--- config.mk ---
export PLATFORM = sky130hd
export DESIGN_NAME = xdma_xfer_sequencer
export DESIGN_NICKNAME = d
export VERILOG_FILES = /design/src/rtl/xdma_xfer_sequencer.sv
export SDC_FILE = /design/constraint.sdc
export NUM_CORES = 1
export LEC_CHECK = 0
export BUFFER_PORTS_ARGS = -buffer_cell sky130_fd_sc_hd__buf_4
export CAP_MARGIN = 30
export CORE_AREA = 2 2 369 371
export DETAILED_ROUTE_END_ITERATION = 7
export DIE_AREA = 0 0 371 373
export GPL_ROUTABILITY_DRIVEN = 0
export GPL_TIMING_DRIVEN = 0
export HOLD_SLACK_MARGIN = 0.1
export SETUP_SLACK_MARGIN = 0.15
export SYNTH_ARGS = -nofsm -noshare
export SYNTH_HDL_FRONTEND = slang
export SYNTH_SLANG_ARGS = --single-unit
--- constraint.sdc ---
create_clock -name xclk -period 2.27 [get_ports xclk]
set_clock_uncertainty 0.05 [all_clocks]
set_input_delay 0.1135 -clock xclk [delete_from_list [all_inputs] [get_ports xclk]]
set_output_delay 0.1135 -clock xclk [all_outputs]
set_load 0.01 [all_outputs]
--- src/rtl/xdma_xfer_sequencer.sv ---
// GIF request-side beat sequencer: launches one write or read burst per descriptor,
// walks maddr one word per accepted beat and reports completion or a rejected descriptor.
module xdma_xfer_sequencer #(
    parameter int DWIDTH = 128,
    parameter int DW_IOB = 256,
    parameter int LW     = 16
) (
    input  logic                xclk,
    input  logic                xreset_n,
    input  logic                cfg_start,
    input  logic                cfg_abort,
    input  logic [3:0]          cfg_mode,
    input  logic [31:0]         cfg_sram_addr,
    input  logic [LW-1:0]       cfg_len,
    output logic                busy,
    output logic                done,
    output logic                err,
    input  logic                wr_valid,
    output logic                wr_ready,
    input  logic [DWIDTH-1:0]   wr_data,
    input  logic [DWIDTH/8-1:0] wr_strb,
    output logic                rd_valid,
    input  logic                rd_ready,
    output logic [DW_IOB-1:0]   rd_data,
    output logic [3:0]          dma_mode,
    output logic [31:0]         maddr_sram_start,
    output logic [31:0]         maddr,
    output logic                mread,
    output logic                mwrite,
    output logic [DWIDTH-1:0]   mdata,
    output logic [DWIDTH/8-1:0] mwstrb,
    output logic                mready,
    input  logic                saccept,
    input  logic                svalid,
    input  logic [DW_IOB-1:0]   sdata
);

    typedef enum logic [1:0] {S_IDLE, S_WR, S_RD, S_DONE} state_t;

    state_t            r_state, w_state_nx;
    logic [LW-1:0]     r_rem;
    logic [31:0]       r_maddr, r_sram_start;
    logic [3:0]        r_mode;
    logic              r_err, r_rd_valid;
    logic [DW_IOB-1:0] r_rd_data;

    logic w_is_wr, w_is_rd, w_legal, w_launch, w_reject;
    logic w_in_wr, w_in_rd, w_wr_fire, w_rd_fire, w_rd_take;
    logic w_unused;

    // NOTE: every signal written here gets a default first, so no latch can be inferred.
    always_comb begin
        w_is_wr = 1'b0;
        w_is_rd = 1'b0;
        case (cfg_mode)
            4'd1, 4'd2, 4'd5, 4'd6, 4'd7, 4'd8, 4'd9: w_is_wr = 1'b1;
            4'd3, 4'd4:                               w_is_rd = 1'b1;
            default:                                  ;
        endcase
    end

    assign w_legal  = (w_is_wr | w_is_rd) & (cfg_len != '0);
    assign w_launch = (r_state == S_IDLE) & cfg_start & w_legal;
    assign w_reject = (r_state == S_IDLE) & cfg_start & ~w_legal;

    assign w_in_wr = (r_state == S_WR);
    assign w_in_rd = (r_state == S_RD);
    assign mready  = w_in_wr | w_in_rd;
    assign busy    = mready;
    assign done    = (r_state == S_DONE);
    assign err     = r_err;

    assign mwrite   = w_in_wr & wr_valid;
    assign wr_ready = w_in_wr & saccept;
    assign mread    = w_in_rd & (r_rem != '0) & (~r_rd_valid | rd_ready);

    // Abort wins over a same-cycle fire: that beat is treated as never moved.
    assign w_wr_fire = mwrite & wr_ready & ~cfg_abort;
    assign w_rd_fire = mread & saccept & ~cfg_abort;
    assign w_rd_take = w_in_rd & r_rd_valid & rd_ready;

    assign mdata            = wr_data;
    assign mwstrb           = wr_strb;
    assign rd_valid         = r_rd_valid;
    assign rd_data          = r_rd_data;
    assign dma_mode         = r_mode;
    assign maddr_sram_start = r_sram_start;
    assign maddr            = r_maddr;
    assign w_unused         = svalid;

    // NOTE: sequential state uses non-blocking assignments so every register samples pre-edge values.
    always_ff @(posedge xclk or negedge xreset_n) begin
        if (!xreset_n) r_state <= S_IDLE;
        else           r_state <= w_state_nx;
    end

    always_comb begin
        w_state_nx = r_state;
        unique case (r_state)
            S_IDLE: if (w_launch) w_state_nx = w_is_wr ? S_WR : S_RD;
            S_WR: begin
                if (cfg_abort)                          w_state_nx = S_IDLE;
                else if (w_wr_fire && r_rem == LW'(1))  w_state_nx = S_DONE;
            end
            S_RD: begin
                if (cfg_abort)                          w_state_nx = S_IDLE;
                else if (r_rem == '0 && w_rd_take)      w_state_nx = S_DONE;
            end
            S_DONE:  w_state_nx = S_IDLE;
            default: w_state_nx = S_IDLE;
        endcase
    end

    always_ff @(posedge xclk or negedge xreset_n) begin
        if (!xreset_n) begin
            r_rem        <= '0;
            r_maddr      <= '0;
            r_sram_start <= '0;
            r_mode       <= '0;
            r_err        <= 1'b0;
            r_rd_valid   <= 1'b0;
            // NOTE: the read holding buffer is a single register, not a memory array, so it takes a reset value.
            r_rd_data    <= '0;
        end else begin
            r_err <= w_reject;
            if (w_launch) begin
                r_mode       <= cfg_mode;
                r_sram_start <= cfg_sram_addr;
                r_maddr      <= cfg_sram_addr;
                r_rem        <= cfg_len;
            end else if (cfg_abort && mready) begin
                r_rem      <= '0;
                r_rd_valid <= 1'b0;
            end else begin
                if (w_wr_fire || w_rd_fire) begin
                    r_maddr <= r_maddr + 32'd1;
                    r_rem   <= r_rem - LW'(1);
                end
                // A consume and a fire in one cycle keep the buffer full with the new beat.
                if (w_rd_fire) begin
                    r_rd_data  <= sdata;
                    r_rd_valid <= 1'b1;
                end else if (w_rd_take) begin
                    r_rd_valid <= 1'b0;
                end
            end
        end
    end

endmodule
==> results.py <==
metrics = {
    "timing": {
        "hold_violations": 0,
        "rsz0062_at_grt": "true",
        "max_freq_mhz": 371.8,
        "worst_pin_slew_ps": 666.9,
        "max_slew_margin": 0.5554,
        "holdWs_ps": 198.4,
        "setup_viol": 308,
        "drv_slew": 0,
        "finalCritPeriodShare": 1.185,
        "finalCriticalPeriod_ps": 2690,
        "worst_slack_ps": -419.8,
    },
    "critical_path": {
        "worst_setup_path_start_kind": "register",
        "crit_chain": "or4_4 -> nand4b_4 -> and3_4 -> nand3_4 -> buf_12 -> buf_12 -> buf_12 -> buf_16 -> buf_12 -> mux2_1",
        "critPathKind": "reg2reg",
        "crit_fanout": 10,
        "crit_slowest_cell": "or4_4",
        "r2r-start": "r_rem[11]",
        "max_stage_delay_ps": 560,
        "worst_ep_arrival_time_ps": 3110,
        "crit_top_cell": "buf_12",
        "crit_start": "r_rem[11]",
        "rr_worst_depth": 10,
        "critPathRequiredTime_ps": 2690,
        "setup.worst_path.end_class": "register",
    },
    "placed_design": {
        "placed_cells": 3747,
        "dp_hpwl_mm": 62.86,
        "port_buffers": 790,
    },
    "final_layout": {
        "fin_nets": 2847,
        "drive_gt1_frac": 0.5243,
        "final_cells": 4196,
        "utilization": 0.2195,
        "synthToLayoutAreaGrowth_pct": 95.92,
        "final_common_cell": "buf_4",
        "final_cell_mix": "buf_4, dfrtp_1, dlygate4sd3_1",
        "final.fill_count": 14330,
    },
    "clocking": {
        "clk_latency_ps": 610,
        "cts_buffer_depth": 3,
        "numClockSinks": 344,
        "cts_tree": "built",
        "htree_levels": 2,
        "cts_root_buffer": "clkbuf_16",
        "path_clk_slew_ps": 60,
        "cts_made_buffers": 44,
    },
    "floorplan": {
        "pin_count": 936,
        "die_area_sq_um": 138400,
        "die_w_um": 371,
        "initial_utilization": 0.1120,
        "core_area_sq_um": 134600,
        "chipHeight_um": 373,
        "rows": 135,
    },
    "synthesis": {
        "syn_area_sq_um": 15080,
        "synthAdderAreaFrac": 0.007465,
        "async_flop_share": 1.000,
        "ys_seq_area_frac": 0.5707,
        "synth_compound_area_frac": 0.02580,
        "syn-num-nets": 1642,
        "synthMuxAreaShare": 0.1918,
        "ys_seq_elements": 344,
        "postSynthCellCount": 1173,
        "yosys_warnings": 0,
        "synth_top_family_by_area": "multiplexers",
        "synth_xor_xnor_area_share": 0.02613,
        "synth-simple-area-share": 0.07855,
        "synth_cell_types": 47,
        "syn_area_per_cell_sq_um": 12.86,
        "synth_edf_count": 0,
        "yosys_most_used_dff": "dfrtp_1",
    },
    "global_routing": {
        "grt_max_degree": 106,
        "grt-ovfl-total": 0,
        "first_global_vias": 14700,
        "antenna_found_initial": 23,
        "grt_usage": 0.1096,
        "grt_first_pass_wirelength_mm": 108.7,
    },
    "detailed_routing": {
        "dr.pass1.iters": 5,
        "remaining_drc_errors": 0,
        "postRouteAntennaNets": 0,
        "wirelength_mm": 80.96,
        "vias": 14190,
        "drt_iter0_drc": 637,
        "viasPerCell": 3.383,
        "wl_per_cell_um": 19.30,
    },
    "hold_path": {
        "hold_path_startpoint": "sdata[21]",
        "hold_path_class": "in2reg",
        "whs_path_depth": 3,
    },
    "pwr": {
        "share_comb_of_total_power": 0.460,
        "vdd_ir_drop_max_v": 0.0007588,
        "p_seq_frac": 0.334,
        "clkPwrFrac": 0.206,
        "internal_power_uw": 21710,
        "power.density_nw_per_um2": 1159,
        "total_power_uw": 34260,
        "p_sw_frac": 0.3663,
        "p_sw_uw": 12550,
        "p_leak_uw": 0.01413,
    },
    "status": {
        "failed_checks": "setup timing",
        "outcome": "finished with violations",
    },
    "run": {
        "drv_cap": 0,
    },
}
==> cells by family (layout without fill, tap and decap cells) <==
family / Yosys count / in the layout
AOI/OAI and AO/OA: 67 / 67
muxes: 257 / 257
xor gates and xnor gates: 45 / 45
DFF: 344 / 344
other: 0 / 4
and+or+nand+nor: 250 / 250
buffers and inverters: 201 / 1439
adders and majority gates: 9 / 9
==> final cells by class <==
| class | instances | area (sq um) | share of cell area |
|---|---|---|---|
| Tap cell | 1781 | 2228 | 0.07540 |
| Clock buffer | 57 | 1190 | 0.04026 |
| Timing Repair Buffer | 1159 | 9951 | 0.3367 |
| Clock inverter | 22 | 246.5 | 0.008340 |
| Sequential cell | 344 | 8608 | 0.2913 |
| Antenna cell | 4 | 10.01 | 0.0003387 |
| Inverter | 7 | 26.28 | 0.0008891 |
| Buffer | 194 | 1804 | 0.06105 |
| Multi-Input combinational cell | 628 | 5489 | 0.1857 |
==> power groups by stage <==
stage / clock network [uW] / logic (uW) / registers [uW]
floorplan: 0 / 4040 / 12200
global placement: 0 / 13200 / 11200
detailed placement: 0 / 13400 / 11400
CTS: 7300 / 14800 / 11300
global route: 7580 / 16800 / 11800
finish: 7060 / 15700 / 11400
==> per-layer routing <==
metal,wire (um),GRT usage,vias up,part of all wire
met4,2675,0.03300,8,0.033
met2,37700,0.1803,662,0.47
met3,8637,0.04890,125,0.11
met5,50,0,-,0.00062
met1,31900,0.1268,7062,0.39
li1,-,-,6336,-
==> flip-flops by register name (all words and copies together), names as in the netlist <==
| signal | cells |
|---|---|
| rd_data | 256 |
| maddr | 32 |
| maddr_sram_start | 32 |
| r_rem | 16 |
| dma_mode | 4 |
| r_state | 2 |
| err | 1 |
| rd_valid | 1 |
==> worst max-delay path, delay by kind of cell, from the launching register on <==
family	cells	cell delay (ps)
AND/OR/NAND/NOR	4	1060
flip-flops	1	390
multiplexers	1	340
buffers and inverters	5	680
==> Yosys cell counts, types with 3 or more instances <==
cell type,n,area share
nor3_1,19,0.0063
nand2_1,140,0.035
nand4_1,11,0.0046
dfrtp_1,344,0.57
a221o_1,3,0.0020
nor4_1,20,0.0083
xnor2_1,32,0.019
buf_4,145,0.072
xor2_1,13,0.0075
buf_6,26,0.019
nand3_1,18,0.0060
a21oi_1,8,0.0027
a211oi_1,3,0.0015
buf_2,7,0.0023
inv_1,7,0.0017
and3_1,4,0.0017
mux2_1,229,0.17
nor2_1,14,0.0035
o21ai_0,39,0.013
and2_1,4,0.0017
nor2b_1,3,0.0012
buf_1,4,0.0010
ha_1,9,0.0075
clkbuf_1,12,0.0030
o21ai_1,5,0.0017
mux2_2,27,0.020
==> timing repair <==
action | in CTS | in global routing
cloned | 8 | 8
hold endpoints to repair | 609 | 0
setup endpoints to repair | 343 | 424
gates resized for setup | 100 | 150
setup buffers | 23 | 14
pin swaps | 3 | 7
hold buffers | 313 | 0
==> final timing paths <==
path	to	slack [ps]
setup / recovery	rd_data[117]	-420
hold / removal	rd_data[21]	200
setup reg to reg	rd_data[117]	-420
hold reg to reg	maddr_sram_start[29]	430
max in group asynchronous	rd_data[175]	180
min in group asynchronous	rd_data[253]	560
==> metrics by stage <==
stage / TNS (ps) / instance area, sq um / setup slack, ps
2_1_floorplan: 0 / 15110 / 51.48
3_3_place_gp: -1030950 / 23260 / -2746
3_5_place_dp: -160090 / 23350 / -802.1
4_1_cts: -102720 / 28820 / -430.6
5_1_grt: -118450 / 29550 / -488.2
6_report: -93430 / 29550 / -419.8
Note: power is estimated with default switching activity, not from simulation.
